<file path="config.mk">
export PLATFORM = sky130hd
export DESIGN_NAME = maj_lfsr_chunk
export DESIGN_NICKNAME = d
export VERILOG_FILES = /design/src/rtl/maj_bist_pkg.sv /design/src/rtl/maj_lfsr_chunk.sv
export SDC_FILE = /design/constraint.sdc
export NUM_CORES = 1
export LEC_CHECK = 0
export CORE_UTILIZATION = 56
export DETAILED_ROUTE_END_ITERATION = 6
export GPL_ROUTABILITY_DRIVEN = 0
export PLACE_DENSITY = 0.79
export SYNTH_ARGS = -nofsm -noshare
export SYNTH_HDL_FRONTEND = slang
export SYNTH_SLANG_ARGS = --single-unit
</file>
<file path="constraint.sdc">
create_clock -name clk -period 2.9 [get_ports clk]
set_input_delay 0.435 -clock clk [delete_from_list [all_inputs] [get_ports clk]]
set_output_delay 0.435 -clock clk [all_outputs]
set_load 0.01 [all_outputs]
</file>
<file path="src/rtl/maj_bist_pkg.sv">
// Shared types and constants for the majority-gate BIST checker.
// Holds the FSM encoding, LFSR taps and the sizing helpers used by the top.
package maj_bist_pkg;

    typedef enum logic [2:0] {
        ST_IDLE   = 3'd0,
        ST_FILL   = 3'd1,
        ST_SETTLE = 3'd2,
        ST_CHECK  = 3'd3,
        ST_DONE   = 3'd4
    } state_t;

    // Right-shift Galois mask for x^32 + x^22 + x^2 + x + 1.
    localparam logic [31:0] LFSR_TAPS = 32'h8020_0003;

    localparam int unsigned NUM_DIRECTED = 4;

    function automatic int thr(input int n);
        return (n + 1) / 2;
    endfunction

    function automatic int nch(input int n, input int chunk);
        return (n + chunk - 1) / chunk;
    endfunction

endpackage

</file>
<file path="src/rtl/maj_lfsr_chunk.sv">
// 32-bit Galois LFSR unrolled CHUNK steps per enabled cycle.
// o_chunk[i] is the bit shifted out on step i, taken from the current state.
module maj_lfsr_chunk
    import maj_bist_pkg::*;
#(
    parameter int          CHUNK = 16,
    parameter logic [31:0] SEED  = 32'h0000_0001
) (
    input  logic             clk,
    input  logic             rst_n,
    input  logic             i_load,
    input  logic             i_en,
    output logic [CHUNK-1:0] o_chunk
);

    logic [31:0]      r_state;
    logic [31:0]      w_state_nxt;
    logic [CHUNK-1:0] w_chunk;

    always_comb begin
        w_state_nxt = r_state;
        w_chunk     = '0;
        for (int i = 0; i < CHUNK; i++) begin
            w_chunk[i]  = w_state_nxt[0];
            w_state_nxt = (w_state_nxt >> 1) ^ (w_state_nxt[0] ? LFSR_TAPS : 32'h0);
        end
    end

    always_ff @(posedge clk) begin
        if (!rst_n) begin
            r_state <= SEED;
        end else if (i_load) begin
            r_state <= SEED;
        end else if (i_en) begin
            r_state <= w_state_nxt;
        end
    end

    assign o_chunk = w_chunk;

endmodule

</file>
# After elaboration in Yosys (flattened, before gate mapping)
# Cells that the tools add are included.
# word_totals
ff_bits	32
in_bits	4
out_inout_bits	16
word_cells	35
# classes
muxes	16
bitwise	17
reduce_logical	1
# ops
cell	n
32-bit two-way mux	16
31-bit by 32-bit XOR with 32-bit output	16
2-bit OR reduction	1
1-bit inverter	1

# Longest topological paths before layout
# logic_depth
ltp_word	32
mapped_depth	6

# Worst setup path after synthesis
# Ideal clock, no wire load.
# synth_path
path_kind	reg-to-output
startpoint	register r_state[1]
endpoint	output port o_chunk[14]
arrival_ps	1927
required_ps	2465
slack_ps	538
path_stages_with_launch	7
n_path_buf	1
cell_sequence	dfxtp_1 -> xnor2_2 -> xnor3_2 -> xnor3_2 -> xor2_1 -> inv_1 -> buf_4
# synth_via
elab_chain_cells	27
# synth_lines
item	line_no	source
start, declared	maj_lfsr_chunk.sv:16	logic [31:0] r_state;
start signal, assigned	maj_lfsr_chunk.sv:35	r_state <= w_state_nxt;
31-bit by 32-bit XOR with 32-bit output *	maj_lfsr_chunk.sv:25	w_state_nxt = (w_state_nxt >> 1) ^ (w_state_nxt[0] ? LFSR_TAPS : 32'h0);
32-bit two-way mux *	maj_lfsr_chunk.sv:25	
31-bit by 32-bit XOR with 32-bit output *	maj_lfsr_chunk.sv:25	
32-bit two-way mux	maj_lfsr_chunk.sv:25	
31-bit by 32-bit XOR with 32-bit output *	maj_lfsr_chunk.sv:25	
32-bit two-way mux	maj_lfsr_chunk.sv:25	
31-bit by 32-bit XOR with 32-bit output *	maj_lfsr_chunk.sv:25	
32-bit two-way mux	maj_lfsr_chunk.sv:25	
(+11 left out)	--	
32-bit two-way mux	maj_lfsr_chunk.sv:25	
31-bit by 32-bit XOR with 32-bit output *	maj_lfsr_chunk.sv:25	
32-bit two-way mux	maj_lfsr_chunk.sv:25	
31-bit by 32-bit XOR with 32-bit output *	maj_lfsr_chunk.sv:25	
32-bit two-way mux	maj_lfsr_chunk.sv:25	
31-bit by 32-bit XOR with 32-bit output *	maj_lfsr_chunk.sv:25	
32-bit two-way mux	maj_lfsr_chunk.sv:25	
31-bit by 32-bit XOR with 32-bit output *	maj_lfsr_chunk.sv:25	
end, declared	maj_lfsr_chunk.sv:13	output logic [CHUNK-1:0] o_chunk
# Every way passes the cells marked *; elsewhere a longest branch is shown, timed or not.

# Worst setup path after layout
# layout_path
startpoint	register r_state[4]
endpoint	output port o_chunk[14]
# layout_via
elab_chain_cells	24
# layout_lines
item	line_no
31-bit by 32-bit XOR with 32-bit output * (4 in a row)	maj_lfsr_chunk.sv:25
32-bit two-way mux *	maj_lfsr_chunk.sv:25
31-bit by 32-bit XOR with 32-bit output *	maj_lfsr_chunk.sv:25
32-bit two-way mux	maj_lfsr_chunk.sv:25
31-bit by 32-bit XOR with 32-bit output *	maj_lfsr_chunk.sv:25
32-bit two-way mux	maj_lfsr_chunk.sv:25
31-bit by 32-bit XOR with 32-bit output *	maj_lfsr_chunk.sv:25
32-bit two-way mux	maj_lfsr_chunk.sv:25
(+5 left out)	--
32-bit two-way mux	maj_lfsr_chunk.sv:25
31-bit by 32-bit XOR with 32-bit output *	maj_lfsr_chunk.sv:25
32-bit two-way mux	maj_lfsr_chunk.sv:25
31-bit by 32-bit XOR with 32-bit output *	maj_lfsr_chunk.sv:25
32-bit two-way mux	maj_lfsr_chunk.sv:25
31-bit by 32-bit XOR with 32-bit output *	maj_lfsr_chunk.sv:25
32-bit two-way mux	maj_lfsr_chunk.sv:25
31-bit by 32-bit XOR with 32-bit output *	maj_lfsr_chunk.sv:25
# Marks and branches as above.

==> Implementation_results.wiki <==
{| class="wikitable"
! Metric !! Value
|-
| GRT Residual Overflow || 0
|-
| Unique cell type count in the Yosys netlist || 28
|-
| Detail Placement HPWL || 2660 um
|-
| Maximum root-to-sink buffer count || 2
|-
| Synth warn || 0
|-
| Final routed wirelength across all metal layers || 3840 um
|-
| Worst path cell trace || xnor2_4 -> xnor3_2 -> xnor3_2 -> xor2_1 -> inv_1 -> clkdlybuf4s50_1
|-
| Number of synthesized register bits || 32
|-
| Standard-cell rows || 20
|-
| End-of-flow core utilization || 70.9%
|-
| Commonest register cell after synthesis || sky130_fd_sc_hd__dfxtp_1
|-
| Fraction of synthesized cell area taken by the top area cell type || 34.4%
|-
| Buffer and inverter count on the worst path || 2
|-
| Core ar. || 3100 um2
|-
| Count of pins over their slew limit || 0
|-
| Number of antenna violations at the first check in global routing || 0
|-
| Post-synthesis sequential area ratio || 34.4%
|-
| Number of remaining DRC errors || 0
|-
| Area of the die || 3560 um2
|-
| Post-Syn Instances || 185
|-
| Number of CTS-inserted buffers || 5
|-
| Cell Pwr Density || 727 nW/um2
|-
| Critical path startpoint category || flip-flop
|-
| Total I/O pin count || 20
|-
| DRT Pass-1 Iters || 4
|-
| DRT iter0 DRCs || 79
|-
| CTS H-tree lvls || 2
|-
| Maximum single-stage delay on the critical path || 0.53 ns
|-
| Tmin final || 2.82 ns
|-
| Register clock-pin slew on the reported worst setup and hold paths || 0.09 ns
|-
| Count of port buffers added during placement || 19
|-
| Worst supply voltage drop on vdd || 0.378 mV
|-
| Die boundary height || 59.6 um
|-
| Top cells by area in the synthesized netlist || sky130_fd_sc_hd__dfxtp_1 (34%), sky130_fd_sc_hd__xnor2_1 (11%), sky130_fd_sc_hd__mux2i_1 (8.6%)
|-
| Final clock period utilization by the worst path || 97.2%
|-
| Cell with the most instances after synthesis || sky130_fd_sc_hd__dfxtp_1
|-
| RSZ-0062 raised after global routing || false
|-
| Critical path type || flip-flop to primary output
|-
| Slowest stage cell on the critical path || sky130_fd_sc_hd__clkdlybuf4s50_1
|-
| Sum Neg Setup Slack || 0 ns
|-
| Pin count of the biggest net entering global routing || 29
|-
| GR Util All Layers || 24.2%
|-
| Static power due to leakage || 0.932 nW
|-
| Layout cells sized above 1 || 17.4%
|-
| Clock skew || 0.00476 ns
|-
| Actual slew at the worst max-slew pin || 0.893 ns
|-
| Via count normalized by instance count || 5.29
|-
| Cell occurring most often along the worst timing path || sky130_fd_sc_hd__xnor3_2
|-
| Required time at the worst-slack endpoint || 2.47 ns
|-
| CTS root buffer || sky130_fd_sc_hd__clkbuf_4
|-
| Clock insertion delay at the later pin of the skew report || 0.34 ns
|-
| Number of diodes || 0
|-
| FF-to-FF setup slack || 0.73 ns
|-
| Wire length per cell after detailed routing || 15.3 um
|-
| Critical path data arrival time || 2.39 ns
|-
| Type of destination of the critical path || primary output
|-
| Number of filler instances in the final layout || 245
|-
| Post-synthesis to final-layout area growth || 18.2%
|-
| Overall die width || 59.6 um
|-
| Result of the run || completed
|-
| Max Fanout on Critical Path || 5
|-
| Register with the most flip-flops || r_state
|-
| ANT nets after route || 0
|-
| Avg Synthesized Cell Area || 10.1 um2
|-
| First-pass GRT wire length || 6000 um
|-
| Post-synthesis async set-or-reset flop share || 0%
|-
| Peak clock frequency supported by timing || 355 MHz
|-
| Max-capacitance violation count || 0
|-
| Final hold vios || 0
|-
| Count of clock tree sinks || 32
|-
| Class of the tightest hold or removal check || flip-flop to flip-flop
|-
| # nets final || 210
|-
| Count of final setup violators || 0
|-
| Hold bufs inserted after CTS || 0
|-
| Synth Net Count || 189
|-
| Worst path top cell family by delay || XOR/XNOR gates
|-
| Biggest registers after layout || r_state (32)
|-
| Vias || 1328
|-
| Starting density of the core || 60.0%
|-
| Vias in the first global route || 1206
|-
| Cell taking the most area after synthesis || sky130_fd_sc_hd__dfxtp_1
|-
| Post-synth EDFFs || 0
|-
| Top post-synthesis cells by count || sky130_fd_sc_hd__dfxtp_1 (32), sky130_fd_sc_hd__xnor2_1 (23), sky130_fd_sc_hd__nor2_1 (21), sky130_fd_sc_hd__mux2i_1 (16), sky130_fd_sc_hd__xor2_1 (16)
|-
| Worst slew margin || 40.5%
|-
| Clock tree from TritonCTS || yes
|-
| Combined area of all synthesized cells || 1860 um2
|-
| Largest register FFs || 32
|}
[power breakdown]
group | internal, mW | leakage [nW] | switching [mW]
registers | 0.478 | 0.263 | 0.0329
logic | 0.448 | 0.637 | 0.372
clock network | 0.119 | 0.0326 | 0.150
total | 1.05 | 0.932 | 0.554
[cell type report]
cell class	count	area (um2)	area share (%)
clock buffers	8	58.8	2.67
inverters	7	26.3	1.19
multi-input cells	127	1110	50.7
flip-flops and latches	32	647	29.4
well taps	44	55.1	2.50
repair buffers	33	298	13.5
[routing by layer]
metal / part of all wire [%] / up-vias / global-route usage, %
li1: - / 649 / -
met3: 3.5 / 9 / 4.59
met1: 46 / 633 / 30.8
met5: 0 / - / 0
met2: 49 / 37 / 39.4
met4: 1.7 / 0 / 11.6
[worst min-delay path: stages (launching register included)]
cell                       delay, ns
sky130_fd_sc_hd__dfxtp_1        0.33
sky130_fd_sc_hd__nor2_1         0.08
sky130_fd_sc_hd__a211oi_1       0.05
[per-stage QoR]
step | hold WS (ns) | worst slack (ns) | cells | power [mW] | cell area [um2]
after floorplan | 0.452 | 0.538 | 185 | 1.11 | 1860
after global routing | 0.543 | 0.00138 | 251 | 1.68 | 2200
after detailed placement | 0.490 | 0.201 | 236 | 1.28 | 2030
final | 0.499 | 0.0798 | 251 | 1.60 | 2200
after CTS | 0.506 | 0.0291 | 248 | 1.59 | 2140
after global placement | 0.476 | 0.247 | 236 | 1.27 | 2030
[final timing paths]
kind              cells past startpoint   startpoint     endpoint
setup / recovery                      6   r_state[4]  o_chunk[14]
hold / removal                        2  r_state[24]  r_state[24]
setup reg to reg                      8   r_state[4]   r_state[0]
hold reg to reg                       2  r_state[24]  r_state[24]
[cells by family after synthesis]
group | count (synthesis) | share of synthesized area, %
xor gates and xnor gates | 50 | 32.4
muxes | 16 | 8.61
AOI/OAI and AO/OA | 23 | 7.06
and+or+nand+nor | 38 | 9.62
buffers and inverters | 26 | 7.87
DFF | 32 | 34.4
[cells in the final DEF, fill, tap and decap left out, types with 2 or more instances in the layout]
cell,n
sky130_fd_sc_hd__a211oi_1,4
sky130_fd_sc_hd__a21oi_1,7
sky130_fd_sc_hd__and3_1,2
sky130_fd_sc_hd__buf_4,14
sky130_fd_sc_hd__clkbuf_1,2
sky130_fd_sc_hd__clkbuf_4,5
sky130_fd_sc_hd__clkdlybuf4s50_1,15
sky130_fd_sc_hd__dfxtp_1,29
sky130_fd_sc_hd__dfxtp_2,2
sky130_fd_sc_hd__dlymetal6s2s_1,3
sky130_fd_sc_hd__inv_1,7
sky130_fd_sc_hd__mux2i_1,16
sky130_fd_sc_hd__nand2_1,3
sky130_fd_sc_hd__nand2b_1,4
sky130_fd_sc_hd__nand3b_1,2
sky130_fd_sc_hd__nor2_1,21
sky130_fd_sc_hd__nor4_1,2
sky130_fd_sc_hd__o21ai_0,8
sky130_fd_sc_hd__o22ai_1,3
sky130_fd_sc_hd__xnor2_1,20
sky130_fd_sc_hd__xnor2_2,3
sky130_fd_sc_hd__xnor2_4,3
sky130_fd_sc_hd__xnor3_1,3
sky130_fd_sc_hd__xnor3_2,4
sky130_fd_sc_hd__xor2_1,15
[timing repair]
item | in CTS | in global routing
pin swaps | 4 | 4
resized for setup | 3 | 9
setup endpoints to repair | 6 | 3
setup buffers | 4 | 3
Power figures use the tool's default switching activity.
